$ cat config.mk
export PLATFORM = sky130hd
export DESIGN_NAME = pipe_drain_buffer
export DESIGN_NICKNAME = d
export VERILOG_FILES = /design/src/rtl/keccak_pipe_pkg.sv /design/src/rtl/nbit_dff.sv /design/src/rtl/pipe_drain_store.sv /design/src/rtl/pipe_drain_buffer.sv
export SDC_FILE = /design/constraint.sdc
export NUM_CORES = 1
export LEC_CHECK = 0
export BUFFER_PORTS_ARGS = -buffer_cell sky130_fd_sc_hd__buf_2
export CELL_PAD_IN_SITES_DETAIL_PLACEMENT = 1
export CELL_PAD_IN_SITES_GLOBAL_PLACEMENT = 2
export CORE_MARGIN = 2
export CORE_UTILIZATION = 35
export CTS_BUF_LIST = sky130_fd_sc_hd__clkbuf_4 sky130_fd_sc_hd__clkbuf_8
export CTS_CLUSTER_DIAMETER = 30
export DETAILED_ROUTE_END_ITERATION = 12
export PLACE_DENSITY = 0.71
export SETUP_SLACK_MARGIN = 0.02
export SLEW_MARGIN = 20
export SYNTH_ARGS = -nofsm -noshare
export SYNTH_HDL_FRONTEND = slang
export SYNTH_HIERARCHICAL = 1
export SYNTH_SLANG_ARGS = --single-unit
$ cat constraint.sdc
create_clock -name clk -period 2.39 [get_ports clk]
set_input_delay 0.239 -clock clk [delete_from_list [all_inputs] [get_ports clk]]
set_output_delay 0.239 -clock clk [all_outputs]
set_load 0.1 [all_outputs]
$ cat src/rtl/keccak_pipe_pkg.sv
// Shared helpers for the delay-line pipeline blocks: width computation and
// wrap-aware pointer increment for storage depths that need not be powers of two.
package keccak_pipe_pkg;

    function automatic int clog2(input int unsigned value);
        int result;
        result = 0;
        while ((32'd1 << result) < value) begin
            result = result + 1;
        end
        return result;
    endfunction

    // Returns to zero after depth-1; for power-of-two depths this matches a plain modulo-2^k count.
    function automatic logic [31:0] ptr_inc(input logic [31:0] ptr, input logic [31:0] depth);
        return (ptr == (depth - 32'd1)) ? 32'd0 : (ptr + 32'd1);
    endfunction

endpackage

$ cat src/rtl/nbit_dff.sv
// Enabled N-bit register with asynchronous active-low clear; the building
// block of our fixed-latency delay chains and small register files.
module nbit_dff #(
    parameter int WIDTH = 8
) (
    input  logic             clk_i,
    input  logic             resetn_i,
    input  logic             en_i,
    input  logic [WIDTH-1:0] d_i,
    output logic [WIDTH-1:0] q_o
);

    logic [WIDTH-1:0] q_q;

    // Storage register, loaded only when enabled.
    always_ff @(posedge clk_i or negedge resetn_i) begin
        if (!resetn_i) begin
            q_q <= '0;
        end else if (en_i) begin
            q_q <= d_i;
        end
    end

    assign q_o = q_q;

endmodule

$ cat src/rtl/pipe_drain_store.sv
// DEPTH x DATA_WIDTH register file for pipe_drain_buffer: one write port,
// one asynchronous read port, every entry cleared by reset.
module pipe_drain_store
    import keccak_pipe_pkg::*;
#(
    parameter int DATA_WIDTH = 8,
    parameter int DEPTH      = 16,
    parameter int AW         = 4
) (
    input  logic                  clk_i,
    input  logic                  resetn_i,
    input  logic                  we_i,
    input  logic [AW-1:0]         waddr_i,
    input  logic [DATA_WIDTH-1:0] wdata_i,
    input  logic [AW-1:0]         raddr_i,
    output logic [DATA_WIDTH-1:0] rdata_o
);

    logic [DATA_WIDTH-1:0] mem_s [DEPTH];

    for (genvar i = 0; i < DEPTH; i++) begin : g_entry
        nbit_dff #(
            .WIDTH(DATA_WIDTH)
        ) u_entry (
            .clk_i   (clk_i),
            .resetn_i(resetn_i),
            .en_i    (we_i && (waddr_i == AW'(i))),
            .d_i     (wdata_i),
            .q_o     (mem_s[i])
        );
    end

    assign rdata_o = mem_s[raddr_i];

endmodule

$ cat src/rtl/pipe_drain_buffer.sv
// Credit-based terminator for a free-running fixed-latency pipeline: issues
// credits, captures pipeline exits, re-presents them on valid/ready.
// Optional sticky protocol-error flag when PIPE_DRAIN_ERR_EN is defined.
module pipe_drain_buffer
    import keccak_pipe_pkg::*;
#(
    parameter int DATA_WIDTH = 8,
    parameter int N_CLOCKS   = 12,
    parameter int DEPTH      = 16
) (
    input  logic                         clk,
    input  logic                         resetn,
    input  logic                         in_valid,
    output logic                         in_ready,
    output logic                         pipe_issue,
    input  logic                         pipe_valid,
    input  logic [DATA_WIDTH-1:0]        pipe_data,
    output logic                         out_valid,
    input  logic                         out_ready,
    output logic [DATA_WIDTH-1:0]        out_data,
    output logic [clog2(DEPTH+1)-1:0]    level
`ifdef PIPE_DRAIN_ERR_EN
    ,
    output logic                         err
`endif
);

    localparam int PTR_W = clog2(DEPTH);
    localparam int CNT_W = clog2(DEPTH + 1);
    localparam logic [CNT_W-1:0] DEPTH_C = CNT_W'(DEPTH);

    logic [CNT_W-1:0] credit_q, credit_d;
    logic [CNT_W-1:0] count_q, count_d;
    logic [PTR_W-1:0] wr_ptr_q, wr_ptr_d;
    logic [PTR_W-1:0] rd_ptr_q, rd_ptr_d;
    logic             push_s;
    logic             pop_s;

    // in_ready depends on flops only, so the producer never sees a comb path from out_ready.
    assign in_ready   = (credit_q != DEPTH_C);
    assign pipe_issue = in_valid & in_ready;
    assign out_valid  = (count_q != CNT_W'(0));
    assign pop_s      = out_valid & out_ready;
    assign push_s     = pipe_valid & (count_q != DEPTH_C);
    assign level      = count_q;

    // Next-state for credits, occupancy and both pointers.
    always_comb begin
        credit_d = credit_q;
        count_d  = count_q;
        wr_ptr_d = wr_ptr_q;
        rd_ptr_d = rd_ptr_q;

        case ({pipe_issue, pop_s})
            2'b10:   credit_d = credit_q + CNT_W'(1);
            2'b01:   credit_d = credit_q - CNT_W'(1);
            default: credit_d = credit_q;
        endcase

        case ({push_s, pop_s})
            2'b10:   count_d = count_q + CNT_W'(1);
            2'b01:   count_d = count_q - CNT_W'(1);
            default: count_d = count_q;
        endcase

        if (push_s) begin
            wr_ptr_d = PTR_W'(ptr_inc(32'(wr_ptr_q), 32'(DEPTH)));
        end else begin
            wr_ptr_d = wr_ptr_q;
        end

        if (pop_s) begin
            rd_ptr_d = PTR_W'(ptr_inc(32'(rd_ptr_q), 32'(DEPTH)));
        end else begin
            rd_ptr_d = rd_ptr_q;
        end
    end

    // Control state registers.
    always_ff @(posedge clk or negedge resetn) begin
        if (!resetn) begin
            credit_q <= '0;
            count_q  <= '0;
            wr_ptr_q <= '0;
            rd_ptr_q <= '0;
        end else begin
            credit_q <= credit_d;
            count_q  <= count_d;
            wr_ptr_q <= wr_ptr_d;
            rd_ptr_q <= rd_ptr_d;
        end
    end

`ifdef PIPE_DRAIN_ERR_EN
    logic err_q, err_d;

    // Sticky flag: arrival while full, or a pop with no outstanding credit.
    always_comb begin
        err_d = err_q;
        if ((pipe_valid && (count_q == DEPTH_C)) || (pop_s && (credit_q == CNT_W'(0)))) begin
            err_d = 1'b1;
        end else begin
            err_d = err_q;
        end
    end

    // Error flag register, cleared only by reset.
    always_ff @(posedge clk or negedge resetn) begin
        if (!resetn) begin
            err_q <= 1'b0;
        end else begin
            err_q <= err_d;
        end
    end

    assign err = err_q;
`endif

    pipe_drain_store #(
        .DATA_WIDTH(DATA_WIDTH),
        .DEPTH     (DEPTH),
        .AW        (PTR_W)
    ) u_store (
        .clk_i   (clk),
        .resetn_i(resetn),
        .we_i    (push_s),
        .waddr_i (wr_ptr_q),
        .wdata_i (pipe_data),
        .raddr_i (rd_ptr_q),
        .rdata_o (out_data)
    );

endmodule

After elaboration in Yosys (flattened, before gate mapping):

Index checks and enable logic that the tools add are counted.

* bits in registers: 146
* input port bits: 13
* output and inout bits: 16
* logic and storage cells: 80

* $add $sub $neg: 6
* $lt $le $gt $ge: 1
* equal/unequal tests: 22
* mux-type cells: 7
* bitwise logic cells: 4
* reductions and logical operators: 20

Operators by type and width (number)
* equality test 4 bit, second input constant: 9
* binary-select mux 8 bit (select 4 bit): 1
* one-hot mux 5 bit (2 select lines): 2
* equality test 4 x 3 -> 1 bit, second input constant: 4
* logical AND 1 bit: 16
* two-way mux 8 bit: 2
* adder 5 x 1 -> 5 bit, second input constant: 2
* != test 5 bit, second input constant: 2
* subtractor 5 x 1 -> 5 bit, second input constant: 2
* adder 4 x 1 -> 4 bit, second input constant: 2
* equality test 4 x 2 -> 1 bit, second input constant: 2
* two-way mux 4 bit: 2
* >= comparator 5 bit, second input constant: 1
* inverter 4 -> 5 bit: 1
* nonzero test 5 bit: 1
* equality test 2 x 1 -> 1 bit, second input constant: 2
* equality test 2 bit, second input constant: 2
* equality test 4 x 1 -> 1 bit, second input constant: 1
* zero test 4 bit: 1
* nonzero test 2 bit: 2
* AND 1 bit: 3

Depth between registers and ports, before layout:

Gate-level depths: netlist of the first run.

* depth in word-level cells: 4
* gate-level depth with buffers: 10
* mapped depth without buffers: 10

By module:

The synthesis of the first run kept the hierarchy.

By module, submodules not included
* nbit_dff: instances 16, cells each 17, area each 331.6 µm²
* pipe_drain_buffer: instances 1, cells each 119, area each 1177.4 µm²
* pipe_drain_store: instances 1, cells each 93, area each 1143.6 µm²

Least setup slack after synthesis of the first run:

No wires, ideal clock.

* kind: flip-flop to flip-flop
* start point: reg count_q[0] (netlist: level[0])
* end point: reg credit_q[4]
* library setup time: 0.146 ns
* data arrival time: 3.041 ns
* required time: 2.244 ns
* slack: -0.797 ns
* stages on the path, launching flop included: 10
* cell sequence: dfrtp_1 or3_4 o31ai_4 inv_2 ha_1 ha_1 nor2b_1 or4_1 nand4_1 o311ai_0

* cells in the longest elaborated chain, start to end: 4
* elaborated cells on any way between the ends: 6

RTL lines
* start: declaration: line pipe_drain_buffer.sv:33 `logic [CNT_W-1:0] count_q, count_d;`
* start signal: assignment: line pipe_drain_buffer.sv:88 `count_q <= count_d;`
* nonzero test 5 bit *: line pipe_drain_buffer.sv:42 `assign out_valid = (count_q != CNT_W'(0));`
* AND 1 bit *: line pipe_drain_buffer.sv:43 `assign pop_s = out_valid & out_ready;`
* net pop_s: line pipe_drain_buffer.sv:37 `logic pop_s;`
* equality test 2 x 1 -> 1 bit / equality test 2 bit (equally long branches): line pipe_drain_buffer.sv:54 `case ({pipe_issue, pop_s})`
* one-hot mux 5 bit (2 select lines) / nonzero test 2 bit (equally long branches)
* end signal: assignment: line pipe_drain_buffer.sv:87 `credit_q <= credit_d;`
* end: declaration: line pipe_drain_buffer.sv:32 `logic [CNT_W-1:0] credit_q, credit_d;`

Mark *: on every way through the listed nets, which the timed path passes. The rest lies on a longest branch.
A chain may end at the register's enable or synchronous reset.

Worst setup path in the final report of the first run:

* start point: reg count_q[2] (netlist: level[2])
* end point: reg credit_q[4]

The elaborated chain is that of the path after synthesis.

==> reports/metrics.cfg, run 1 <==
[logic_synthesis]
yosysSeqAreaShare_pct = 47.9
synth_cells = 484
synth-seq-cells = 146
syn-num-nets = 509
ys_async_sr_fraction_pct = 100
synth_ff_type = dfrtp_1
ys_types = 49
avgSynthCellArea_sq_um = 15.8
synth_warnings = 6
synth_edf_count = 0
syn-cell-area_sq_um = 7630

[timing]
timing.final.crit_share_pct = 108
finClkSkew_ns = 0.0174
finalSetupViolCount = 12
finalMaxSlewViolations = 0
hold_viol = 0
layout_min_cycle_time_ns = 2.59
fmax_mhz = 386
slew_headroom_pct = 46.8
setup_ws_ns = -0.200
tightest_slew_ns = 0.796
setup_tns_ns = -1.28
rsz0062_at_grt = yes
timing.hold.ws_ns = 0.273

[global_route]
antenna_found_initial = 0
gr-usage-met2_pct = 29.9
top_usage_layer = met2
grt_first_pass_wirelength_mm = 29.9
grt_use_met1_pct = 23.2
grt_use_met3_pct = 3.50
grt_max_degree = 64
grt-ovfl-total = 0
grt_pass1_vias = 5047
grt_util_all_layers_pct = 17.5

[clocking]
numCtsBuffers = 17
cts_max_path_buffers = 2
clock_latency_ns = 0.46
cts-htree-levels = 4
clockRootBuffer = clkbuf_8
cts_tree = built
clkSinkCount = 146
path_clk_slew_ns = 0.08

[power_and_ir_drop]
p_per_area_nw_per_um2 = 1570
p_leak_nw = 4.13
ir_worst_vdd_mv = 1.07

[floorplanning]
start_util_pct = 35.3
die-area_sq_um = 23000
die_h_um = 152
fp-row-count = 54
fp.dieW_um = 152
fp.coreArea_sq_um = 21600
io_pins = 29

[routing]
viasPerCell = 5.13
ant_nets = 0
dr.pass1.iters = 4
drc_errors = 0
drt-initial-drc-count = 185
wirelength_mm = 18.9
vias = 4440
wl_per_cell_um = 21.8

[setup_path]
end_kind = flop
required_ns = 2.70
critPathLaunchType = flop
slowest_delay_ns = 0.49
worstPathArrival_ns = 2.90
cpLargestDelayFamily = simple AND/OR/NAND/NOR gates
worstSetupPathType = flop to flop
crit_top_cell = ha_4
crit_buf_inv = 2
slowest_stage = or4_4
crit_fanout = 5
crit_path_cell_trace = or3_4 -> o31ai_4 -> inv_2 -> buf_6 -> ha_4 -> ha_4 -> nand2b_4 -> or4_4 -> nand4_1 -> o311ai_2

[placement]
place.gp.congestion = 0.783
port_buffers = 28
dp.final_hpwl_mm = 12.4
pre_cts_ws_ns = -0.279
dp_cells = 809

[worst_hold_path]
hp-class = input port to flop

[final_layout]
drive_gt1_share_pct = 60.4
final_cell_mix = dfrtp_1, mux2_4, buf_4
final-instance-count-excl-fill = 866
nets = 599
layout_commonest_cell = dfrtp_1
antenna_cells = 0
area_delta_synth_final_pct = 24.0

[outcome]
violations = negative setup slack
status = complete, but fails checks

[run]
cap_viol_max_count = 0

-- cell families (layout without fill, tap and decap cells) --
logic type	after synthesis	count (layout)	synth area share, %
simple gates	70	70	4.69
xor+xnor	8	8	0.919
compound gates	46	46	4.51
mux	162	162	35.6
flops	146	146	47.9
fa+ha+maj	12	12	2.17
buf+inv	40	142	4.20
-- worst reg2reg max path, cell delays in order (launching register included) --
cell	delay, ns
dfrtp_4	0.48
or3_4	0.41
o31ai_4	0.20
inv_2	0.07
buf_6	0.12
ha_4	0.18
ha_4	0.16
nand2b_4	0.13
or4_4	0.49
nand4_1	0.10
o311ai_2	0.11
-- synth_stat cells (all sizes together) (2+ instances only) --
library cell / n / area, sq um
a311oi: 3 / 26.3
nor2: 13 / 48.8
o2111ai: 2 / 17.5
nand2b: 4 / 25.0
inv: 12 / 45.1
ha: 10 / 125
fa: 2 / 40.0
dfrtp: 146 / 3650
mux2: 128 / 1920
xnor2: 4 / 35.0
nor4b: 2 / 17.5
a22oi: 16 / 120
clkdlybuf4s25: 3 / 30.0
o311ai: 2 / 17.5
nor3: 5 / 25.0
mux2i: 2 / 20.0
or3: 4 / 31.3
nand3b: 2 / 15.0
a21oi: 2 / 10.0
a21o: 4 / 32.5
nor2b: 3 / 18.8
nand2: 23 / 88.8
nand3: 4 / 20.0
and2: 3 / 18.8
nand4: 2 / 12.5
mux4: 32 / 773
o21ai: 12 / 71.3
xor2: 4 / 35.0
buf: 24 / 241
-- metrics by stage --
stage	instance area, sq um	total power [mW]	utilization [%]
final	9460	14.8	43.7
after floorplan	7680	9.72	-
after global placement	8410	11.1	38.9
after detailed placement	8420	11.4	38.9
after global routing	9460	15.6	43.7
after CTS	9240	14.4	42.8
-- power by group --
group / switching (mW) / leakage (nW) / total (mW) / internal [mW]
clock: 1.05 / 0.197 / 2.01 / 0.959
combinational: 4.11 / 2.11 / 8.33 / 4.22
sequential: 0.801 / 1.82 / 4.47 / 3.67
total: 5.96 / 4.13 / 14.8 / 8.85
-- final timing paths --
kind | startpoint | end | slack (ns) | depth (start not counted)
min in group asynchronous | resetn | u_store/g_entry[15].u_entry/q_o[6]$_DFFE_PN0P_ | 0.34 | 2
max reg2reg | level[2]$_DFFE_PN0P_ | credit_q[4]$_DFFE_PN0P_ | -0.20 | 10
max in group asynchronous | resetn | u_store/g_entry[4].u_entry/q_o[7]$_DFFE_PN0P_ | 1.32 | 3
min | pipe_valid | wr_ptr_q[0]$_DFFE_PN0P_ | 0.27 | 4
max | level[2]$_DFFE_PN0P_ | credit_q[4]$_DFFE_PN0P_ | -0.20 | 10
min reg2reg | u_store/g_entry[5].u_entry/q_o[1]$_DFFE_PN0P_ | u_store/g_entry[5].u_entry/q_o[1]$_DFFE_PN0P_ | 0.51 | 1
-- registers in the layout, summed over array words and instances (netlist names) --
| name | flops |
|---|---|
| credit_q | 5 |
| wr_ptr_q | 4 |
| u_store/g_entry.u_entry/q_o | 128 |
| rd_ptr_q | 4 |
| level | 5 |
-- cell type report --
cell class | instances | area (sq um)
clock buffers | 17 | 234
multi-input cells | 298 | 3970
inverters | 12 | 45.0
flip-flops and latches | 146 | 3670
fillers | 2137 | 12200
clock inverters | 14 | 171
well taps | 280 | 350
repair buffers | 99 | 1020
-- routing by layer --
metal | share of wire (%) | vias up
met5 | 0 | -
met4 | 0.72 | 0
met1 | 46 | 2396
met2 | 51 | 56
li1 | - | 1977
met3 | 2.3 | 11
-- timing repair --
item	CTS	global route
pin swaps	14	16
hold buffers	1	0
buffers inserted	14	10
cloned	1	0
hold endpoints to repair	60	0
endpoints found under the setup margin	61	59
resized for setup	57	45
Note: power is estimated with default switching activity, not from simulation.
==> inputs of run 2 (changes only) <==
--- a/config.mk
+++ b/config.mk
@@ -13,7 +13,8 @@
 export CTS_BUF_LIST = sky130_fd_sc_hd__clkbuf_4 sky130_fd_sc_hd__clkbuf_8
 export CTS_CLUSTER_DIAMETER = 30
 export DETAILED_ROUTE_END_ITERATION = 12
-export PLACE_DENSITY = 0.71
+export HOLD_SLACK_MARGIN = 0.03
+export PLACE_DENSITY = 0.69
 export SETUP_SLACK_MARGIN = 0.02
 export SLEW_MARGIN = 20
 export SYNTH_ARGS = -nofsm -noshare
==> constraint.sdc (replaced) <==
create_clock -name clk -period 2.5 [get_ports clk]
set_input_delay 0.25 -clock clk [delete_from_list [all_inputs] [get_ports clk]]
set_output_delay 0.25 -clock clk [all_outputs]
set_load 0.1 [all_outputs]
==> run 2 against run 1 <==
  * The flow now finishes without violations
  * Worst setup slack better by 0.22 ns
  * Core utilization fell by 1.7 points
  * Non-clock buffer count down 13
  * Clock-buffer cell count unchanged
  * Die area is the same
  * Critical path depth unchanged
==> reports/metrics.cfg, run 2 (synthesized netlist as in run 1, its figures left out) <==
[final_layout]
seqCellArea_sq_um = 3670  ; unchanged
drive_gt1_share_pct = 57.8  ; -2.6 points
n_fill_cell = 2195  ; +2.7%
antenna_cells = 0  ; unchanged
final_cell_mix = dfrtp_1, mux2_4, buf_4
largest_reg_flops = 128  ; unchanged
nets = 586  ; -2.2%
area_delta_synth_final_pct = 19.1
layout_commonest_cell = dfrtp_1
utilization_pct = 42.0  ; -1.7 points
multiInputGateArea_sq_um = 3860  ; -2.8%

[setup_path]
cpLargestDelayFamily = simple AND/OR/NAND/NOR gates
worstSetupPathType = flop to flop
critPathLaunchType = flop
crit_fanout = 6  ; +1
slowest_delay_ns = 0.48  ; about the same
slowest_stage = dfrtp_4
crit_buf_inv = 2  ; unchanged
required_ns = 2.83  ; +0.13 ns
crit_path_cell_trace = or3_4 -> o31ai_4 -> inv_2 -> ha_4 -> inv_4 -> fa_2 -> nor2b_4 -> or4_1 -> nand4_1 -> o311ai_1
worstPathArrival_ns = 2.81  ; -0.09 ns
end_kind = flop

[power_and_ir_drop]
p_sw_mw = 5.55  ; -6.9%
seqPwrFrac_pct = 31.4  ; +1.2 points
intPower_mw = 8.13  ; -8.1%
clkPwrFrac_pct = 14.1  ; +0.5 points
p_sw_share_pct = 40.5  ; +0.30 points
power.total_mw = 13.7  ; -7.6%
p_leak_nw = 4.01  ; -2.9%
p_per_area_nw_per_um2 = 1510  ; -3.9%
ir_worst_vdd_mv = 0.881  ; -18%
combPwrFrac_pct = 54.5  ; -1.8 points

[clocking]
clock_latency_ns = 0.46  ; about the same
cts_tree = built
numCtsBuffers = 17  ; unchanged
clkSinkCount = 146  ; unchanged
cts-htree-levels = 4  ; unchanged
path_clk_slew_ns = 0.08  ; about the same
clockRootBuffer = clkbuf_8
cts_max_path_buffers = 2  ; unchanged

[placement]
port_buffers = 28  ; unchanged
place.gp.congestion = 0.759  ; -3.1%
dp.final_hpwl_mm = 12.0  ; -2.7%

[run]
cap_viol_max_count = 0  ; unchanged

[routing]
drc_errors = 0  ; unchanged
top_layer = met4
routed-wl-met3_um = 617  ; +42%
vias = 4388  ; -1.2%
wl_per_cell_um = 21.7  ; -0.38%
ant_nets = 0  ; unchanged
wirelength_mm = 18.5  ; -1.9%
wl_met1_mm = 8.41  ; -2.8%
viasPerCell = 5.14  ; +0.34%
drt-initial-drc-count = 147  ; -21%
dr.pass1.iters = 4  ; unchanged
met2WireLength_mm = 9.30  ; -3.6%

[floorplanning]
fp.coreArea_sq_um = 21600  ; unchanged
fp.dieW_um = 152  ; unchanged
die_h_um = 152  ; unchanged
fp-row-count = 54  ; unchanged
io_pins = 29  ; unchanged
start_util_pct = 35.3  ; unchanged
die-area_sq_um = 23000  ; unchanged

[timing]
layout_min_cycle_time_ns = 2.48  ; -0.109 ns
timing.hold.ws_ns = 0.266  ; -0.00760 ns
slew_headroom_pct = 49.3  ; +2.5 points
fmax_mhz = 403  ; +4.4%
rsz0062_at_grt = yes
tightest_slew_ns = 0.758  ; -0.0379 ns
finalSetupViolCount = 0  ; -12
finalMaxSlewViolations = 0  ; unchanged
hold_viol = 0  ; unchanged
timing.final.crit_share_pct = 99.2  ; -9.1 points
finClkSkew_ns = 0.0220  ; +0.00455 ns
setup_tns_ns = 0  ; +1.28 ns

[global_route]
grt-ovfl-total = 0  ; unchanged
grt_max_degree = 78  ; +22%
antenna_found_initial = 0  ; unchanged
grt_pass1_vias = 5051  ; +0.079%
grt_util_all_layers_pct = 17.5  ; about the same
grt_first_pass_wirelength_mm = 29.9  ; -0.14%

[worst_hold_path]
hp-class = input port to flop

[outcome]
status = completed

## run 2: changes by cell type in the layout (fill, tap and decap cells not counted), moves of 4 or more
| cell | previous run | this run |
|---|---|---|
| buf_12 | 20 | 10 |
| buf_6 | 12 | 4 |
| nor2_1 | 6 | 12 |
| inv_6 | 2 | 6 |
| nor2_4 | 4 | 0 |
## run 2: timing repair
action	CTS	global route
pin swaps	18	12
gates cloned	2	0
hold buffers	1	0
setup buffers	10	3
gates resized for setup	47	21
endpoints found under the setup margin	18	11
hold endpoints to repair	75	0
## run 2: worst paths after layout
path | start | endpoint | slack, ns | cells after the start
max in group asynchronous | resetn | u_store/g_entry[13].u_entry/q_o[6]$_DFFE_PN0P_ | 1.32 | 3
worst min register to register | u_store/g_entry[1].u_entry/q_o[1]$_DFFE_PN0P_ | u_store/g_entry[1].u_entry/q_o[1]$_DFFE_PN0P_ | 0.51 | 1
worst max-delay path | level[2]$_DFFE_PN0P_ | credit_q[4]$_DFFE_PN0P_ | 0.02 | 10
worst min-delay path | pipe_valid | wr_ptr_q[1]$_DFFE_PN0P_ | 0.27 | 5
min in group asynchronous | resetn | u_store/g_entry[12].u_entry/q_o[1]$_DFFE_PN0P_ | 0.37 | 2
worst max register to register | level[2]$_DFFE_PN0P_ | credit_q[4]$_DFFE_PN0P_ | 0.02 | 10
## run 2: power groups by stage
stage / sequential (mW) / clock, mW / combinational (mW)
4_1_cts: 4.28 / 1.99 / 7.46
6_report: 4.30 / 1.93 / 7.45
2_1_floorplan: 4.33 / 0 / 4.96
3_5_place_dp: 4.27 / 0 / 6.71
5_1_grt: 4.44 / 2.09 / 7.91
3_3_place_gp: 4.17 / 0 / 6.54
## run 2: cell type report
| type | instances | share of cell area, % |
|---|---|---|
| clock inverter | 14 | 1.83 |
| tap | 280 | 3.86 |
| clock buffer | 17 | 2.58 |
| timing repair buffer | 86 | 8.40 |
| sequential | 146 | 40.4 |
| inverter | 12 | 0.523 |
| multi-input combinational | 298 | 42.5 |
## run 2: layer usage
metal,up-vias,global-route usage [%]
met5,-,0
met4,0,4.91
met3,12,3.74
met2,76,29.8
met1,2360,22.7
li1,1940,-
## run 2: stage by stage
step / area [sq um] / worst slack, ns / cells
final: 9080 / 0.0191 / 853
after floorplan: 7680 / -0.246 / 484
after detailed placement: 8360 / -0.173 / 808
after global placement: 8350 / -0.0675 / 808
after global routing: 9080 / -0.101 / 853
after CTS: 9080 / -0.0234 / 852
## run 2: worst reg2reg max path: cells and delay by family (launching register included)
| family | cells | cell delay, ns |
|---|---|---|
| buffers and inverters | 2 | 0.18 |
| DFF | 1 | 0.48 |
| AOI/OAI and AO/OA | 2 | 0.31 |
| adders and majority gates | 2 | 0.46 |
| and+or+nand+nor | 4 | 0.94 |
==> inputs of run 3 (changes only) <==
--- a/config.mk
+++ b/config.mk
@@ -14,7 +14,7 @@
 export CTS_CLUSTER_DIAMETER = 30
 export DETAILED_ROUTE_END_ITERATION = 12
 export HOLD_SLACK_MARGIN = 0.03
-export PLACE_DENSITY = 0.69
+export PLACE_DENSITY = 0.71
 export SETUP_SLACK_MARGIN = 0.02
 export SLEW_MARGIN = 20
 export SYNTH_ARGS = -nofsm -noshare
==> constraint.sdc (replaced) <==
create_clock -name clk -period 2.2 [get_ports clk]
set_input_delay 0.22 -clock clk [delete_from_list [all_inputs] [get_ports clk]]
set_output_delay 0.22 -clock clk [all_outputs]
set_load 0.1 [all_outputs]
==> run 3 against run 2 <==
  * The run now ends with negative setup slack left
  * Global-route usage rose by 0.38 points
  * Critical path type unchanged
  * Routed wire length rose by 4.9%
  * Sequential share of layout area fell by 2.7 points
  * Clock power rose by 34%
  * Via count rose by 3.1%
  * Core utilization rose by 3.1 points
  * Worst setup slack got worse by 0.33 ns
  * Final area rose by 7.3%
==> reports/metrics.cfg, run 3 (synthesized netlist as in run 1, its figures left out) <==
[outcome]
violations = negative setup slack
status = complete, but fails checks

[floorplanning]
fp.dieW_um = 152  ; unchanged
fp.coreArea_sq_um = 21600  ; unchanged
die_h_um = 152  ; unchanged
die-area_sq_um = 23000  ; unchanged
io_pins = 29  ; unchanged
fp-row-count = 54  ; unchanged
start_util_pct = 35.3  ; unchanged

[timing]
layout_min_cycle_time_ns = 2.51  ; +0.0260 ns
finalSetupViolCount = 142  ; +142
timing.hold.ws_ns = 0.259  ; -0.00656 ns
slew_headroom_pct = 61.0  ; +12 points
fmax_mhz = 399  ; -1.0%
tightest_slew_ns = 0.585  ; -0.172 ns
rsz0062_at_grt = yes
finClkSkew_ns = 0.0114  ; -0.0106 ns
setup_tns_ns = -21.62  ; -21.62 ns
hold_viol = 0  ; unchanged
timing.final.crit_share_pct = 114  ; +15 points
finalMaxSlewViolations = 0  ; unchanged
setup_ws_ns = -0.307  ; -0.326 ns

[setup_path]
r2r.worst_path.cells = 10  ; unchanged
crit_fanout = 6  ; unchanged
worstPathArrival_ns = 2.86  ; +0.05 ns
ff2ff_setup_slack_ns = -0.31  ; -0.33 ns
r2r-end = level[4]$_DFFE_PN0P_
required_ns = 2.56  ; -0.27 ns
endpoint = level[4]$_DFFE_PN0P_
worstSetupPathType = flop to flop
r2r-start = level[1]$_DFFE_PN0P_
end_kind = flop
cp-startpoint = level[1]$_DFFE_PN0P_
critPathLaunchType = flop

[worst_hold_path]
hp-class = input port to asynchronous set/reset pin

[final_layout]
final_cell_mix = dfrtp_1, mux2_4, buf_4
final-instance-count-excl-fill = 872  ; +2.2%
largest_reg_flops = 128  ; unchanged
antenna_cells = 0  ; unchanged
area_delta_synth_final_pct = 27.9
utilization_pct = 45.1  ; +3.1 points
drive_gt1_share_pct = 64.0  ; +6.3 points
stdcell_area_sq_um = 9750  ; +7.3%
nets = 605  ; +3.2%
layout_commonest_cell = dfrtp_1

[power_and_ir_drop]
p_leak_nw = 4.22  ; +5.1%
ir_worst_vdd_mv = 1.09  ; +23%
p_per_area_nw_per_um2 = 1730  ; +15%
power.total_mw = 16.9  ; +23%

[routing]
wl_per_cell_um = 22.3  ; +2.6%
ant_nets = 0  ; unchanged
wirelength_mm = 19.4  ; +4.9%
vias = 4522  ; +3.1%
dr.pass1.iters = 5  ; +1
drc_errors = 0  ; unchanged
viasPerCell = 5.19  ; +0.81%
drt-initial-drc-count = 169  ; +15%

[global_route]
grt_util_all_layers_pct = 17.9  ; +0.38 points
antenna_found_initial = 0  ; unchanged
grt-ovfl-total = 0  ; unchanged
grt_pass1_vias = 5160  ; +2.2%
grt_first_pass_wirelength_mm = 30.5  ; +2.0%
grt_max_degree = 65  ; -17%

[run]
cap_viol_max_count = 0  ; unchanged

[placement]
dp.final_hpwl_mm = 12.4  ; +2.8%
placed_area_sq_um = 8540  ; +2.1%
place.gp.congestion = 0.774  ; +2.0%
port_buffers = 28  ; unchanged
pre_cts_ws_ns = -0.455  ; -0.283 ns
dp_cells = 818  ; +1.2%

[clocking]
clockRootBuffer = clkbuf_8
clock_latency_ns = 0.45  ; about the same
cts-htree-levels = 4  ; unchanged
path_clk_slew_ns = 0.09  ; about the same
cts_tree = built
cts_max_path_buffers = 2  ; unchanged
clkSinkCount = 146  ; unchanged
numCtsBuffers = 17  ; unchanged

## run 3: worst min-delay path by stage
stage               startpoint                                             end  slack, ns
finish                  resetn  u_store/g_entry[15].u_entry/q_o[0]$_DFFE_PN0P_       0.26
CTS                  out_ready                         rd_ptr_q[1]$_DFFE_PN0P_       0.24
detailed placement      resetn  u_store/g_entry[15].u_entry/q_o[0]$_DFFE_PN0P_       0.19
global placement        resetn  u_store/g_entry[15].u_entry/q_o[0]$_DFFE_PN0P_       0.17
global route            resetn  u_store/g_entry[15].u_entry/q_o[0]$_DFFE_PN0P_       0.26
floorplan               resetn                         credit_q[0]$_DFFE_PN0P_      -0.08
## run 3: critical path, stage by stage, from the launching register on
cell and delay, ns:
dfrtp_4 0.48, or3_4 0.43, o31ai_4 0.21, inv_2 0.10, ha_4 0.21, ha_4 0.18, buf_4 0.15, or2_2 0.28
o22ai_2 0.13, nand4_1 0.13, o211ai_1 0.11
## run 3: layout make-up
| class | count | area, sq um |
|---|---|---|
| repair buffers | 105 | 1170 |
| flip-flops and latches | 146 | 3670 |
| well taps | 280 | 350 |
| inverters | 12 | 47.5 |
| clock buffers | 17 | 234 |
| multi-input cells | 298 | 4030 |
| fillers | 2153 | 11900 |
| clock inverters | 14 | 249 |
## run 3: power breakdown
part,total [mW],switching (mW),internal [mW]
clock,2.59,1.11,1.48
combinational,9.36,4.59,4.76
sequential,4.92,0.926,3.99
total,16.9,6.63,10.2
## run 3: repair_timing
| action | CTS | global route |
|---|---|---|
| setup buffers | 15 | 7 |
| pin swaps | 27 | 24 |
| gates resized for setup | 94 | 39 |
| cloned | 2 | 1 |
| setup endpoints to repair | 96 | 145 |
| hold buffers | 1 | 0 |
| hold endpoints to repair | 44 | 0 |
## run 3: layer usage
| layer | wire length [um] | vias to the layer above | part of all wire (%) | GRT usage (%) |
|---|---|---|---|---|
| li1 | - | 1987 | - | - |
| met1 | 8670 | 2423 | 45 | 23.0 |
| met2 | 9930 | 100 | 51 | 30.8 |
| met3 | 696 | 12 | 3.6 | 4.13 |
| met4 | 138 | 0 | 0.71 | 4.31 |
| met5 | 0 | - | 0 | 0 |
